$ cat src/rtl/sample_ref_fifo.sv
// Synchronous reference-sample FIFO.
//   CLK_I, RESETN_I : clock, async active-low reset (empties the FIFO)
//   push, push_data : write request / data, ignored when full
//   pop             : read request, ignored when empty
//   pop_data        : head entry (valid while !empty)
//   full, empty     : occupancy flags
module sample_ref_fifo #(
  parameter int unsigned DATA_W = 16,
  parameter int unsigned DEPTH  = 8
) (
  input  logic              CLK_I,
  input  logic              RESETN_I,
  input  logic              push,
  input  logic [DATA_W-1:0] push_data,
  input  logic              pop,
  output logic [DATA_W-1:0] pop_data,
  output logic              full,
  output logic              empty
);

  localparam int unsigned AW = $clog2(DEPTH);

  logic [DATA_W-1:0] mem [DEPTH];
  logic [AW-1:0]     wr_ptr;
  logic [AW-1:0]     rd_ptr;
  logic [AW:0]       level;
  logic              do_push;
  logic              do_pop;

  assign full     = (level == (AW+1)'(DEPTH));
  assign empty    = (level == '0);
  assign do_push  = push && !full;
  assign do_pop   = pop && !empty;
  assign pop_data = mem[rd_ptr];

  always_ff @(posedge CLK_I) begin
    if (do_push) begin
      mem[wr_ptr] <= push_data;
    end
  end

  // Pointers wrap naturally because DEPTH is a power of two.
  always_ff @(posedge CLK_I or negedge RESETN_I) begin
    if (!RESETN_I) begin
      wr_ptr <= '0;
      rd_ptr <= '0;
      level  <= '0;
    end else begin
      if (do_push) begin
        wr_ptr <= wr_ptr + 1'b1;
      end
      if (do_pop) begin
        rd_ptr <= rd_ptr + 1'b1;
      end
      case ({do_push, do_pop})
        2'b10:   level <= level + 1'b1;
        2'b01:   level <= level - 1'b1;
        default: level <= level;
      endcase
    end
  end

endmodule

$ cat config.mk
export PLATFORM = sky130hd
export DESIGN_NAME = sample_ref_fifo
export DESIGN_NICKNAME = d
export VERILOG_FILES = /design/src/rtl/sample_ref_fifo.sv
export SDC_FILE = /design/constraint.sdc
export NUM_CORES = 1
export LEC_CHECK = 0
export ABC_AREA = 1
export CAP_MARGIN = 10
export CORE_ASPECT_RATIO = 0.75
export CORE_MARGIN = 2
export CORE_UTILIZATION = 40
export DETAILED_ROUTE_END_ITERATION = 7
export GPL_TIMING_DRIVEN = 0
export HOLD_SLACK_MARGIN = 0.05
export SYNTH_ARGS = -nofsm -noshare
export SYNTH_HDL_FRONTEND = slang
export SYNTH_SLANG_ARGS = --single-unit
$ cat constraint.sdc
create_clock -name CLK_I -period 6.2 [get_ports CLK_I]
set_clock_uncertainty 0.2 [all_clocks]
set_input_delay 1.24 -clock CLK_I [delete_from_list [all_inputs] [get_ports CLK_I]]
set_output_delay 1.24 -clock CLK_I [all_outputs]
set_load 0.01 [all_outputs]
Word-level counts from Yosys, hierarchy flattened
Memory sizes are Yosys's and may differ from the RTL's.
Cells that the tools add are included.
Operators by class
  $add $sub $neg: 4
  equal/unequal tests: 3
  mux-type cells: 3
  reduce and logical (&&, ||, !) cells: 6
Operators by type and width (number)
  $pmux W4 S2: 1
  $add A3 B1 Y3 const B: 2
  $add A4 B1 Y4 const B: 1
  $eq A4 B4 Y1 const B: 1
  $logic_not A4 Y1: 1
  $sub A4 B1 Y4 const B: 1
  $eq A2 B1 Y1 const B: 1
  $eq A2 B2 Y1 const B: 1
  $logic_and A1 B1 Y1: 2
  $logic_not A1 Y1: 2
  $mux W1: 2
  $reduce_bool A2 Y1: 1
Word-level totals
  bits in registers: 10
  bits in writable memories: 128
  bits of input ports: 20
  output and inout bits: 18
  memories: 1
Memory list
  mem: depth 8, width 16, rd ports 1, clocked after memory_dff 0, write ports 1, RTL line 23  | logic [DATA_W-1:0] mem [DEPTH];

Logic depth before layout (Yosys ltp)
Gate-level depths: netlist of run 1.
  depth in word-level cells: 5
  gate-level depth with buffers: 12
  depth with buffers taken out: 12

Least setup slack after synthesis of run 1
OpenSTA, ideal clock, no wires.
  path kind: input to register
  from: input port push
  to: memory mem[4][0] (enable)
  arrival: 2.634 ns
  required time: 5.591 ns
  setup slack: 2.956 ns
  stages on the path: 3
  path buffers: 1
  cells stage by stage: nand2_1 > buf_4 > nor3_1
On the way
  word-level cells in the longest chain between the ends: 3
RTL lines
  from (decl): RTL line 13  | input logic push,
  $logic_and A1 B1 Y1: RTL line 32  | assign do_push = push && !full;
  $mux W1: RTL line 37  | if (do_push) begin
  $mux W1 (implied by the code): RTL line 38  | mem[wr_ptr] <= push_data;
  to (decl): RTL line 23
Every way passes these cells.

Worst setup path after layout of run 1
  from: register rd_ptr[0]
  to: output port pop_data[14]
On the way
  word-level cells in the longest chain between the ends: 1
RTL lines
  from (decl): RTL line 25  | logic [AW-1:0] rd_ptr;
  from (signal assigned): RTL line 53  | rd_ptr <= rd_ptr + 1'b1;
  $mem_v2 Z8 W16
  to (decl): RTL line 16  | output logic [DATA_W-1:0] pop_data,
Every way passes these cells.

==> flow_summary.yaml, run 1 <==
yosys:
  async_flop_share: 0.0725
  yosys_warnings: 0
  yosys.area_share.simple: 0.234
  yosysTopAreaCellShare: 0.629
  postSynthCellCount: 634
  ys.flop_type: "edfxtp_1"
  synthAdderAreaFrac: 0.0135
  synth_cell_types: 16
  syn_area_um2: 6110
  synth_seq_cells: 138
  syn_avg_cell_area_um2: 9.64
  synth.net_count: 660
  synth_compound_area_frac: 0.00328
  yosysSeqAreaShare: 0.670
  synth_area_leader_cell: "edfxtp_1"
  synth_most_common_cell: "nand2_1"
  synth-xor-area-share: 0.00860
  synth-edff-count: 128
  synth_commonest_cells: "nand2_1, nor2_1, edfxtp_1"
  synth_area_leaders: "edfxtp_1, nand2_1, nor2_1"
  synth_top_family_by_area: "simple AND/OR/NAND/NOR gates"
  synthMuxAreaShare: 0
power:
  p_switching_w: 0.00133
  p_comb_frac: 0.380
  clkPwrFrac: 0.296
  p_seq_frac: 0.324
  leakage_nw: 3.29
  power.density_nw_per_um2: 503
  irDropWorstVdd_uv: 238
  swShare: 0.349
  power.internal_w: 0.00248
floorplanning:
  die_area_um2: 16300
  coreArea_um2: 15100
  io_pins: 38
  die_h_um: 111
  num_rows: 39
  initial_core_util: 0.405
  die_w_um: 147
global_route:
  grt_pass1_wl_um: 21900
  grt_max_degree: 17
  grt_pass1_vias: 4114
  grt_overflow: 0
  track_usage: 0.180
  antenna_found_initial: 0
clock_network:
  hold_buffers: 0
  cts-root-buf: "clkbuf_16"
  post_cts_buffers: 0
  cts_sinks: 138
  cts_resized: 0
  clkLatencyLatePin_ns: 0.42
  clk_pin_slew_ns: 0.06
  cts_tree: "yes"
  htreeDepth: 4
  cts_made_buffers: 17
  clk_path_buf_depth: 2
setup_path:
  start_kind: "register"
  crit_chain: "clkbuf_1 > nor2_1 > nor2_1 > nand2_1 > nand2_1 > nand2_1 > nand2_1 > clkdlybuf4s50_1"
  path_common_cell: "nand2_1"
  worstReg2RegEnd: "level[3]"
  reg2reg_depth: 11
  arrival_ns: 2.44
  critical_path.max_stage_delay_ns: 0.54
  required_ns: 4.76
  path_class: "register to primary output"
  reg2reg_from: "level[1]"
  end_kind: "primary output"
  cp_slowest_cell: "clkdlybuf4s50_1"
  crit_fanout: 10
  r2r_setup_slack_ns: 3.71
sta:
  max_freq_mhz: 258
  setup_ws_ns: 2.32
  timing.final.crit_share: 0.626
  hold_violations: 0
  setup-violations-final: 0
  worst_pin_slew_ns: 0.835
  report.final.slew_viol_count: 0
  max_slew_margin: 0.440
  fin_hold_ws_ns: 0.325
  tns_ns: 0
  rsz0062_at_grt: "false"
  post-route-min-period_ns: 3.88
final_layout:
  layout-drive-gt1-share: 0.101
  nFillCells: 1341
  post-route-util: 0.502
  fin_nets: 728
  area_growth_pct: 23.9
  multi_input_area_um2: 1630
  instances_no_fill: 920
  regArea_um2: 4090
  diodes: 0
detailed_routing:
  vias: 4171
  wire_per_inst_um: 15.0
  ant_nets: 0
  drt_iter0_drc: 249
  routed_wirelength_um: 13800
  drc: 0
  firstDrtPassIters: 4
  via_per_inst: 4.53
hold_path:
  hp-class: "register to register"
  min-delay-start: "level[2]"
  hold_depth: 2
  hold_end: "level[2]"
placed_design:
  dpl.hpwl_um: 9370
  portBuffers: 37
  gp_congestion: 0.753
  dp_slack_ns: 2.72
  dp_cells: 888
job:
  cap_violations: 0
run_status:
  status: "completed"
==> sequential cells by signal (all words and copies together), names as in the netlist <==
name / cells
mem: 128
level: 4
rd_ptr: 3
wr_ptr: 3
==> worst max-delay path by stage <==
stage,endpoint,from,cells past startpoint
after floorplan,mem[4][0],push,3
after global placement,mem[1][5],push,4
after detailed placement,mem[6][6],push,5
after CTS,pop_data[7],rd_ptr[1],8
after global routing,pop_data[12],rd_ptr[1],8
final,pop_data[14],rd_ptr[0],8
==> cell usage in the layout, fill, tap and decap left out, types with 3 or more instances in the layout <==
cell and instances:
clkinv_2 3, nor2_1 130, bufinv_16 6, nand2_1 232, clkdlybuf4s50_1 37, clkbuf_1 5, nand3_1 5, buf_6 12
inv_1 79, clkbuf_16 17, o21ai_0 4, ha_1 5, buf_2 16, dfrtp_1 10, nor3_2 8, buf_4 6
edfxtp_1 128, xnor2_1 4
==> layer usage <==
layer,part of all wire,global-route usage,up-vias
met5,0,0,-
li1,-,-,2110
met3,0.047,0.0403,17
met2,0.46,0.286,99
met1,0.48,0.251,1945
met4,0.011,0.0492,0
==> power by group through the flow <==
stage          combinational, W  clock [W]  sequential (W)
2_1_floorplan          0.000875          0         0.00124
3_3_place_gp            0.00138          0         0.00125
3_5_place_dp            0.00145          0         0.00125
4_1_cts                 0.00146    0.00114         0.00123
5_1_grt                 0.00163    0.00118         0.00125
6_report                0.00145    0.00113         0.00124
==> cells by family after synthesis <==
group | Yosys count
adder cells (fa/ha/maj) | 6
flip-flops | 138
XOR/XNOR | 6
buffers and inverters | 104
AO/OA/AOI/OAI | 4
AND/OR/NAND/NOR | 376
==> stage by stage <==
step	total power [W]	instance area, um2
6_report	0.00381	7570
5_1_grt	0.00406	7570
4_1_cts	0.00384	7570
3_5_place_dp	0.00270	6910
3_3_place_gp	0.00263	6740
2_1_floorplan	0.00212	6110
==> critical path: cells and delay by family (launching register included) <==
family,cells,cell delay (ns)
buf+inv,2,1.05
flops,1,0.39
simple gates,6,0.60
==> final cells by class <==
class                           count  share of cell area
Tap cell                          205              0.0339
Clock buffer                       19              0.0572
Inverter                           79              0.0392
Clock inverter                     13              0.0296
Timing Repair Buffer               49              0.0668
Buffer                             25              0.0180
Sequential cell                   138               0.541
Multi-Input combinational cell    392               0.215
No activity file was read; power rests on OpenSTA's default activity.
==> run 2, diff against run 1 <==
==> constraint.sdc (replaced) <==
create_clock -name CLK_I -period 3.8 [get_ports CLK_I]
set_clock_uncertainty 0.2 [all_clocks]
set_input_delay 0.76 -clock CLK_I [delete_from_list [all_inputs] [get_ports CLK_I]]
set_output_delay 0.76 -clock CLK_I [all_outputs]
set_load 0.01 [all_outputs]
==> results of run 2 <==
The final DEF is identical to that of run 1. Status: completed.
Main changes from that run: setup slack after placement 2.72 ns -> 0.797 ns; setup slack after layout 2.32 ns -> 0.398 ns; register-to-register setup slack 3.71 ns -> 1.31 ns; total power 0.00381 W -> 0.00622 W; worst IR drop on VDD 238 uV -> 388 uV
==> run 3, diff against run 2 <==
--- a/config.mk
+++ b/config.mk
@@ -9,7 +9,7 @@
 export CAP_MARGIN = 10
 export CORE_ASPECT_RATIO = 0.75
 export CORE_MARGIN = 2
-export CORE_UTILIZATION = 40
+export CORE_UTILIZATION = 46
 export DETAILED_ROUTE_END_ITERATION = 7
 export GPL_TIMING_DRIVEN = 0
 export HOLD_SLACK_MARGIN = 0.05
==> run 3 against run 2 <==
Clock power fell by 12%; worst hold slack improved by 0.0047 ns; non-clock buffer count fell by 1; via count fell by 0.58%; critical endpoint is now pop_data[11]; sequential cell count did not move; highest routed layer unchanged; combinational power barely moved; sequential power barely moved; first-iteration DRC count rose by 18%; register-to-register slack got worse by 0.02 ns; setup slack improved by 0.047 ns; global-route usage rose by 3.2 points.
==> flow_summary.yaml, run 3 (synthesized netlist as in run 1, its figures left out) <==
detailed_routing:
  vias: 4147
  wire_per_inst_um: 15.7
  firstDrtPassIters: 5
  drc: 0
  drt_iter0_drc: 293
  ant_nets: 0
  routed_wirelength_um: 13900
  via_per_inst: 4.69
job:
  cap_violations: 0
setup_path:
  arrival_ns: 2.40
  crit_fanout: 10
  path_class: "register to primary output"
  r2r_setup_slack_ns: 1.29
  end_kind: "primary output"
  start_kind: "register"
  required_ns: 2.84
placed_design:
  dpl-instance-area_um2: 6880
  gp_congestion: 0.827
  portBuffers: 37
  dpl.hpwl_um: 9340
floorplanning:
  die_w_um: 137
  coreArea_um2: 13000
  io_pins: 38
  die_area_um2: 14200
  initial_core_util: 0.471
  num_rows: 36
  die_h_um: 104
clock_network:
  clkLatencyLatePin_ns: 0.42
  clk_pin_slew_ns: 0.05
  post_cts_buffers: 0
  cts_sinks: 138
  cts_made_buffers: 17
  clk_path_buf_depth: 2
  cts_tree: "yes"
  cts-root-buf: "clkbuf_16"
  hold_buffers: 0
  cts_resized: 0
  htreeDepth: 4
final_layout:
  post-route-util: 0.573
  fin_nets: 727
  top_register: "mem"
  largest_reg_flops: 128
  regArea_um2: 4090
  area_growth_pct: 21.7
  layout_commonest_cell: "nand2_1"
  finalInstanceArea_um2: 7440
  reg_top3: "mem (128), level (4)"
  multi_input_area_um2: 1630
  nFillCells: 1076
  diodes: 0
  final_cell_mix: "nand2_1, nor2_1, edfxtp_1, inv_1, clkdlybuf4s50_1"
  layout-drive-gt1-share: 0.0954
global_route:
  grt_overflow: 0
  grt_pass1_vias: 3926
  grt_pass1_wl_um: 21800
  track_usage: 0.212
  grt_max_degree: 17
  antenna_found_initial: 0
hold_path:
  hp-class: "register to register"
sta:
  fin_hold_ws_ns: 0.329
  max_slew_margin: 0.342
  setup-violations-final: 0
  post-route-min-period_ns: 3.36
  timing.final.crit_share: 0.883
  report.final.slew_viol_count: 0
  max_freq_mhz: 298
  rsz0062_at_grt: "false"
  worst_pin_slew_ns: 0.982
  hold_violations: 0
power:
  clkPwrFrac: 0.268
  power.density_nw_per_um2: 805
  p_seq_frac: 0.337
  swShare: 0.359
  power.internal_w: 0.00383
  leakage_nw: 3.25
  irDropWorstVdd_uv: 424
  p_comb_frac: 0.395
  p_switching_w: 0.00215
run_status:
  status: "completed"
run 3: cell count changes in the layout (fill, tap and decap cells not counted):
cell        previous run  this run
clkinv_1               1         3
clkinvlp_4             1         0
clkinv_4               2         0
buf_8                  0         4
buf_6                 12         7
bufinv_16              6         3
clkinv_2               3         6
run 3: power by group through the flow:
stage / clock (W) / combinational, W / sequential, W
after CTS: 0.00162 / 0.00238 / 0.00202
after global routing: 0.00169 / 0.00265 / 0.00204
after global placement: 0 / 0.00225 / 0.00205
after floorplan: 0 / 0.00143 / 0.00202
final: 0.00161 / 0.00236 / 0.00202
after detailed placement: 0 / 0.00237 / 0.00205
run 3: worst max-delay path, cell delays in order (launching register included):
cell and delay (ns):
dfrtp_1 0.40, clkbuf_1 0.50, nor2_1 0.10, nor2_1 0.13, nand2_1 0.07, nand2_1 0.07, nand2_1 0.06, nand2_1 0.10
clkdlybuf4s50_1 0.54
run 3: layout make-up:
cell class | instances | area share
repair buffers | 48 | 0.0684
inverters | 79 | 0.0399
plain buffers | 25 | 0.0183
flip-flops and latches | 138 | 0.550
clock inverters | 12 | 0.0177
well taps | 171 | 0.0288
clock buffers | 19 | 0.0582
multi-input cells | 392 | 0.218
run 3: metrics by stage:
step                      cells  setup WS, ns  TNS [ns]  total power (W)
after floorplan             634          1.04         0          0.00345
after global placement      842        -0.684    -70.77          0.00430
after detailed placement    853         0.699         0          0.00442
after CTS                   884         0.430         0          0.00602
after global routing        884         0.250         0          0.00638
final                       884         0.445         0          0.00599
run 3: final timing paths:
path / from / endpoint / depth (start not counted)
worst min-delay path: level[2] / level[2] / 2
worst min register to register: level[2] / level[2] / 2
max in group asynchronous: RESETN_I / rd_ptr[0] / 1
min in group asynchronous: RESETN_I / level[2] / 1
worst max-delay path: rd_ptr[0] / pop_data[11] / 8
worst max register to register: level[1] / level[3] / 11
run 3: per-layer routing:
layer / vias to the layer above / routed length [um] / track usage
met3: 15 / 682 / 0.0387
met5: - / 0 / 0
met4: 0 / 183 / 0.0766
met1: 1932 / 6460 / 0.298
met2: 92 / 6560 / 0.332
li1: 2108 / - / -
